File: config.mk
export PLATFORM = sky130hd
export DESIGN_NAME = inv_sqrt_nr_core
export DESIGN_NICKNAME = d
export VERILOG_FILES = /design/src/rtl/inv_sqrt_nr_core.sv
export SDC_FILE = /design/constraint.sdc
export NUM_CORES = 2
export LEC_CHECK = 0
export BUFFER_PORTS_ARGS = -buffer_cell sky130_fd_sc_hd__clkbuf_2
export CORE_ASPECT_RATIO = 0.7
export CORE_MARGIN = 1
export CORE_UTILIZATION = 60
export DETAILED_ROUTE_END_ITERATION = 6
export PLACE_DENSITY = 0.8
export SLEW_MARGIN = 20
export SYNTH_ARGS = -nofsm -noshare
export SYNTH_HDL_FRONTEND = slang
export SYNTH_SLANG_ARGS = --single-unit
File: constraint.sdc
create_clock -name clk -period 10.7 [get_ports clk]
set_input_delay 0 -clock clk [delete_from_list [all_inputs] [get_ports clk]]
set_output_delay 0 -clock clk [all_outputs]
set_load 0.1 [all_outputs]
File: src/rtl/inv_sqrt_nr_core.sv
// Fast inverse square root: magic-constant seed refined by Newton-Raphson
// steps that share one truncating single-precision multiplier.
module inv_sqrt_nr_core #(
    parameter logic [31:0] MAGIC      = 32'h5F3759DF,
    parameter int unsigned ITERATIONS = 1
) (
    input  logic        clk,
    input  logic        rst_n,
    input  logic        valid_in,
    output logic        ready_in,
    input  logic [31:0] data_in,
    output logic        valid_out,
    input  logic        ready_out,
    output logic [31:0] data_out
);

    typedef enum logic [2:0] {
        IDLE,
        SEED,
        MUL_H,
        MUL_T,
        SUB,
        MUL_Y,
        DONE
    } state_t;

    localparam logic [25:0] THREE_HALVES_Q = 26'h1800000;

    state_t      state_q, state_d;
    logic [31:0] x_q, x_d;
    logic [31:0] xh_q, xh_d;
    logic [31:0] y_q, y_d;
    logic [31:0] tmp_q, tmp_d;
    logic [1:0]  cnt_q, cnt_d;
    logic        ready_in_q, ready_in_d;
    logic        valid_out_q, valid_out_d;
    logic [31:0] data_out_q, data_out_d;

    logic [31:0] mul_a, mul_b, prod, seed, f_val;

    // Positive-operand multiply: truncated mantissa, zero on exponent-0 input or underflow.
    function automatic logic [31:0] fmul(input logic [31:0] a, input logic [31:0] b);
        logic [47:0]       p;
        logic signed [9:0] e;
        logic [22:0]       m;
        if (a[30:23] == 8'd0 || b[30:23] == 8'd0) begin
            return '0;
        end
        p = {24'd0, 1'b1, a[22:0]} * {24'd0, 1'b1, b[22:0]};
        if (p[47]) begin
            m = 23'(p >> 24);
            e = $signed({2'b00, a[30:23]}) + $signed({2'b00, b[30:23]}) - 10'sd126;
        end else begin
            m = 23'(p >> 23);
            e = $signed({2'b00, a[30:23]}) + $signed({2'b00, b[30:23]}) - 10'sd127;
        end
        if (e <= 10'sd0) begin
            return '0;
        end
        if (e >= 10'sd255) begin
            return 32'h7F800000;
        end
        return {1'b0, e[7:0], m};
    endfunction

    // 1.5 - t evaluated in Q2.24 fixed point, then renormalised to single precision.
    function automatic logic [31:0] three_halves_minus(input logic [31:0] t);
        logic [7:0]  et;
        logic [7:0]  sh;
        logic [25:0] tq;
        logic [25:0] diff;
        logic [25:0] norm;
        logic [4:0]  k;
        et = t[30:23];
        if (et > 8'd127) begin
            return '0;
        end
        sh = 8'd127 - et;
        if (sh >= 8'd26) begin
            tq = '0;
        end else begin
            tq = {1'b0, 1'b1, t[22:0], 1'b0} >> sh;
        end
        if (tq >= THREE_HALVES_Q) begin
            return '0;
        end
        diff = THREE_HALVES_Q - tq;
        k = '0;
        for (int unsigned i = 0; i < 26; i++) begin
            if (diff[i]) begin
                k = 5'(i);
            end
        end
        norm = diff << (5'd25 - k);
        return {1'b0, 8'd103 + {3'b000, k}, 23'(norm >> 2)};
    endfunction

    always_comb begin
        mul_a = y_q;
        mul_b = tmp_q;
        case (state_q)
            MUL_H: begin
                mul_a = xh_q;
                mul_b = y_q;
            end
            MUL_T: begin
                mul_a = tmp_q;
                mul_b = y_q;
            end
            default: ;
        endcase
    end

    assign prod  = fmul(mul_a, mul_b);
    assign seed  = MAGIC - (x_q >> 1);
    assign f_val = three_halves_minus(tmp_q);

    always_comb begin
        state_d     = state_q;
        x_d         = x_q;
        xh_d        = xh_q;
        y_d         = y_q;
        tmp_d       = tmp_q;
        cnt_d       = cnt_q;
        ready_in_d  = 1'b0;
        valid_out_d = valid_out_q;
        data_out_d  = data_out_q;

        case (state_q)
            IDLE: begin
                ready_in_d = 1'b1;
                if (valid_in && ready_in_q) begin
                    x_d        = data_in;
                    ready_in_d = 1'b0;
                    state_d    = SEED;
                end
            end
            SEED: begin
                // Special operands bypass refinement and finish here.
                if (x_q[30:23] == 8'd0) begin
                    data_out_d  = 32'h7F800000;
                    valid_out_d = 1'b1;
                    state_d     = DONE;
                end else if (x_q[30:23] == 8'hFF && x_q[22:0] != 23'd0) begin
                    data_out_d  = 32'h7FC00000;
                    valid_out_d = 1'b1;
                    state_d     = DONE;
                end else if (x_q[31]) begin
                    data_out_d  = 32'h7FC00000;
                    valid_out_d = 1'b1;
                    state_d     = DONE;
                end else if (x_q[30:23] == 8'hFF) begin
                    data_out_d  = 32'h00000000;
                    valid_out_d = 1'b1;
                    state_d     = DONE;
                end else begin
                    y_d   = seed;
                    xh_d  = {x_q[31], x_q[30:23] - 8'd1, x_q[22:0]};
                    cnt_d = 2'(ITERATIONS);
                    if (ITERATIONS == 0) begin
                        data_out_d  = seed;
                        valid_out_d = 1'b1;
                        state_d     = DONE;
                    end else begin
                        state_d = MUL_H;
                    end
                end
            end
            MUL_H: begin
                tmp_d   = prod;
                state_d = MUL_T;
            end
            MUL_T: begin
                tmp_d   = prod;
                state_d = SUB;
            end
            SUB: begin
                tmp_d   = f_val;
                state_d = MUL_Y;
            end
            MUL_Y: begin
                y_d   = prod;
                cnt_d = cnt_q - 2'd1;
                if (cnt_d != 2'd0) begin
                    state_d = MUL_H;
                end else begin
                    data_out_d  = prod;
                    valid_out_d = 1'b1;
                    state_d     = DONE;
                end
            end
            DONE: begin
                if (ready_out) begin
                    valid_out_d = 1'b0;
                    state_d     = IDLE;
                end
            end
            default: state_d = IDLE;
        endcase
    end

    always_ff @(posedge clk or negedge rst_n) begin
        if (!rst_n) begin
            state_q     <= IDLE;
            x_q         <= '0;
            xh_q        <= '0;
            y_q         <= '0;
            tmp_q       <= '0;
            cnt_q       <= '0;
            ready_in_q  <= 1'b0;
            valid_out_q <= 1'b0;
            data_out_q  <= '0;
        end else begin
            state_q     <= state_d;
            x_q         <= x_d;
            xh_q        <= xh_d;
            y_q         <= y_d;
            tmp_q       <= tmp_d;
            cnt_q       <= cnt_d;
            ready_in_q  <= ready_in_d;
            valid_out_q <= valid_out_d;
            data_out_q  <= data_out_d;
        end
    end

    assign ready_in  = ready_in_q;
    assign valid_out = valid_out_q;
    assign data_out  = data_out_q;

endmodule

==> results.txt <==
----------------------------------------------------
[Placed design]
  Port Buffer Count ... 68
  Cell area after placement ... ~32000 µm²
  Global placer's final weighted congestion ... around 1.1
  Post-detail-place hpwl ... 87.3 mm
  Setup slack at placement ... 0.352 ns

[Detailed routing]
  Via count ... 28144
  Aggregate routed wire length ... 110 mm
  Post-detailed-route wirelength per cell ... 24.7 µm
  Drt first pass iters ... 7
  Mean number of vias per cell ... 6.33
  DRC ... 18
  Residual antenna-violating net count after detailed routing ... 0
  Iteration-0 DRC Markers ... 3621

[Cells and area]
  Inserted Diodes ... 0
  Most common cell after layout, fill and taps aside ... sky130_fd_sc_hd__nand2_1
  Fraction of layout cells with a size suffix above 1 ... 0.0946
  Commonest cells after routing, fill and taps aside ... sky130_fd_sc_hd__nand2_1, sky130_fd_sc_hd__inv_1, sky130_fd_sc_hd__fa_1
  Final instance area ... around 33000 µm²
  Post-layout net count ... 4468
  Synth-to-Final Area Change ... 7.40%

[Die]
  Starting density of the core ... 0.610
  Top-Level Pins ... 70
  Core Rows ... 69
  Die width ... 274 µm
  Core area ... 50900 µm²
  Die Y-Extent ... roughly 190 µm
  Area of the die ... between 50000 and 60000 µm²

[Status]
  Outcome ... finished with violations
  Violated checks ... DRC

[Global routing]
  First-pass GRT wire length ... 166 mm
  Met3 usage ... 0.211
  Number of global-route vias before repair ... around 27000
  Overflow left after global routing ... 0
  Most heavily used metal layer in global routing ... met1
  Maximum number of pins on one net before global-route repair ... 106
  Global-route track usage on met2 ... 0.556
  Met1 usage ... 0.624
  Total global-route track usage ... 0.426
  Initial antenna violation count ... 1

[Flow run]
  Number of maximum-capacitance violations ... 0

[Yosys]
  Post-Syn Instances ... ~3700
  Yosys Warn Count ... 0
  Mean Syn Cell Area ... between 8 and 9 µm²
  Most frequently used flop master after synthesis ... sky130_fd_sc_hd__dfrtp_1
  Register area share after synthesis ... 0.131
  Post-synthesis net count ... 4413
  Post-synth EDFFs ... 0
  Count of unique library cells instantiated by Yosys ... 111
  Async set-or-reset flop fraction in the synthesized netlist ... 1.00
  Number of storage elements in the synthesis netlist ... 163
  Mapped Area ... around 31000 µm²

[STA]
  Setup repair after global routing missed its margin ... no
  Headroom to the max-slew limit ... 0.123
  Post-layout worst setup margin ... 0.414 ns
  Post-route fraction of the period consumed by the critical path ... 0.961
  Clock period minus worst slack ... 10.29 ns
  Least-Margin Pin Slew ... 1.31 ns
  Number of failing setup endpoints in the final timing report ... 0
  Worst Skew ... 0.0183 ns
  Total negative slack for setup checks ... 0 ns
  Hold violation total from the final report ... 0
  Final Max Tran Viols ... 0
  F_max ... 97.2 MHz

[CTS]
  Clock insertion delay at the later pin of the skew report ... 0.47 ns
  Library cell used as clock root buffer ... sky130_fd_sc_hd__clkbuf_16
  Number of clock buffers inserted by TritonCTS ... 17
  Number of clock sinks seen by CTS ... about 160
  Clock tree from TritonCTS ... yes
  Clock-pin slew on the worst setup and hold paths ... 0.07 ns
  Number of H-tree levels ... 4
  Max Root-Sink Buffers ... 2
  Post-CTS Repair Setup Buffers ... 0

[Critical path]
  Data arrival time of the critical path ... 10.67 ns
  Reg-to-Reg Start ... state_q[1]
  Largest incremental delay on the critical path ... 0.58 ns
  CP Launch Type ... flop
  CP Capture Type ... flop
  Origin of the worst setup path ... state_q[1]
  Top fanout value on the critical path ... 26
  End of the worst register-to-register path ... data_out[6]
  Cell seen most often among critical-path stages ... sky130_fd_sc_hd__fa_1
  Crit-path slowest cell ... sky130_fd_sc_hd__fa_1
  Crit path kind ... reg -> reg
  Required time of the critical path ... 11.08 ns
  Path depth of the worst reg2reg path ... 33
  R2R setup slack ... 0.41 ns

[Hold path]
  Worst min-delay path class ... in -> async

----------------------------------------------------
-- metrics by stage --
stage	std cells	hold slack, ns	util
4_1_cts	4449	0.293	0.655
3_3_place_gp	4383	0.203	0.637
3_5_place_dp	4383	0.194	0.637
6_report	4449	0.283	0.655
2_1_floorplan	3708	-0.296	-
5_1_grt	4449	0.332	0.655
-- repair_timing --
action	in CTS	in global routing
hold endpoints to repair	140	0
resized for setup	0	3
endpoints found under the setup margin	0	37
hold buffers	35	0
-- cells by family (layout without fill, tap and decap cells) --
kind of cell,count (synthesis),in the layout,share of synthesized area
buffers and inverters,793,860,0.0985
AND/OR/NAND/NOR,1281,1281,0.180
adder cells (fa/ha/maj),669,669,0.386
XOR/XNOR,77,77,0.0222
multiplexers,135,135,0.0507
AO/OA/AOI/OAI,589,589,0.132
flip-flops,163,163,0.131
other,1,1,0.000121
-- cell type report --
type / count / area [µm²]
tap: 674 / 843
clock inverter: 14 / 145
sequential: 163 / 4080
inverter: 605 / 2270
fill: 4284 / 17600
timing repair buffer: 224 / 1620
multi-input combinational: 2752 / 24000
clock buffer: 17 / 425
-- flip-flops by register name, summed over array words and instances, names as in the netlist --
name,cells
cnt_q,2
data_out,31
ready_in,1
state_q,3
tmp_q,31
valid_out,1
x_q,32
xh_q,31
y_q,31
-- Yosys cell counts, types with 12 or more instances --
master	n	area, µm²
sky130_fd_sc_hd__a211oi_1	14	105
sky130_fd_sc_hd__a21o_1	37	278
sky130_fd_sc_hd__a21oi_1	100	500
sky130_fd_sc_hd__a22oi_1	21	158
sky130_fd_sc_hd__a31oi_1	26	163
sky130_fd_sc_hd__and2_1	29	181
sky130_fd_sc_hd__and3_1	17	106
sky130_fd_sc_hd__buf_1	23	86.3
sky130_fd_sc_hd__buf_2	25	125
sky130_fd_sc_hd__clkbuf_1	128	480
sky130_fd_sc_hd__clkinv_1	17	63.8
sky130_fd_sc_hd__dfrtp_1	163	4080
sky130_fd_sc_hd__fa_1	482	9650
sky130_fd_sc_hd__ha_1	187	2340
sky130_fd_sc_hd__inv_1	581	2180
sky130_fd_sc_hd__mux2_2	38	428
sky130_fd_sc_hd__mux2i_1	81	811
sky130_fd_sc_hd__mux4_2	13	293
sky130_fd_sc_hd__nand2_1	630	2360
sky130_fd_sc_hd__nand2b_1	24	150
sky130_fd_sc_hd__nand3_1	47	235
sky130_fd_sc_hd__nand4_1	12	75.1
sky130_fd_sc_hd__nor2_1	371	1390
sky130_fd_sc_hd__nor3_1	43	215
sky130_fd_sc_hd__nor4_1	15	93.8
sky130_fd_sc_hd__o211ai_1	24	180
sky130_fd_sc_hd__o21a_1	21	158
sky130_fd_sc_hd__o21ai_0	121	606
sky130_fd_sc_hd__o21ai_1	15	75.1
sky130_fd_sc_hd__o221ai_1	16	140
sky130_fd_sc_hd__o22ai_1	27	169
sky130_fd_sc_hd__o31ai_1	25	188
sky130_fd_sc_hd__or2_2	14	87.6
sky130_fd_sc_hd__xnor2_1	48	420
sky130_fd_sc_hd__xor2_1	27	236
-- how the worst max path moves through the flow --
stage,endpoint,slack [ns]
6_report,data_out[6],0.41
4_1_cts,tmp_q[18],0.30
3_5_place_dp,tmp_q[18],0.35
3_3_place_gp,tmp_q[18],0.54
5_1_grt,data_out[6],0.01
2_1_floorplan,data_out[22],0.55
-- worst max-delay path: cells and delay by family, from the launching register on --
kind | cells | cell delay (ns)
adders and majority gates | 8 | 3.68
and+or+nand+nor | 9 | 2.07
buffers and inverters | 8 | 1.74
AOI/OAI and AO/OA | 6 | 1.47
DFF | 1 | 0.55
muxes | 1 | 0.43
xor gates and xnor gates | 1 | 0.22
-- metal layers --
layer | vias up | share of wire
li1 | 12109 | -
met1 | 13780 | 0.42
met2 | 2059 | 0.38
met3 | 194 | 0.18
met4 | 2 | 0.022
met5 | - | 0.00028
Power is not shown: default switching activity piles up to over one toggle a cycle in this logic, so the estimate is an artifact.
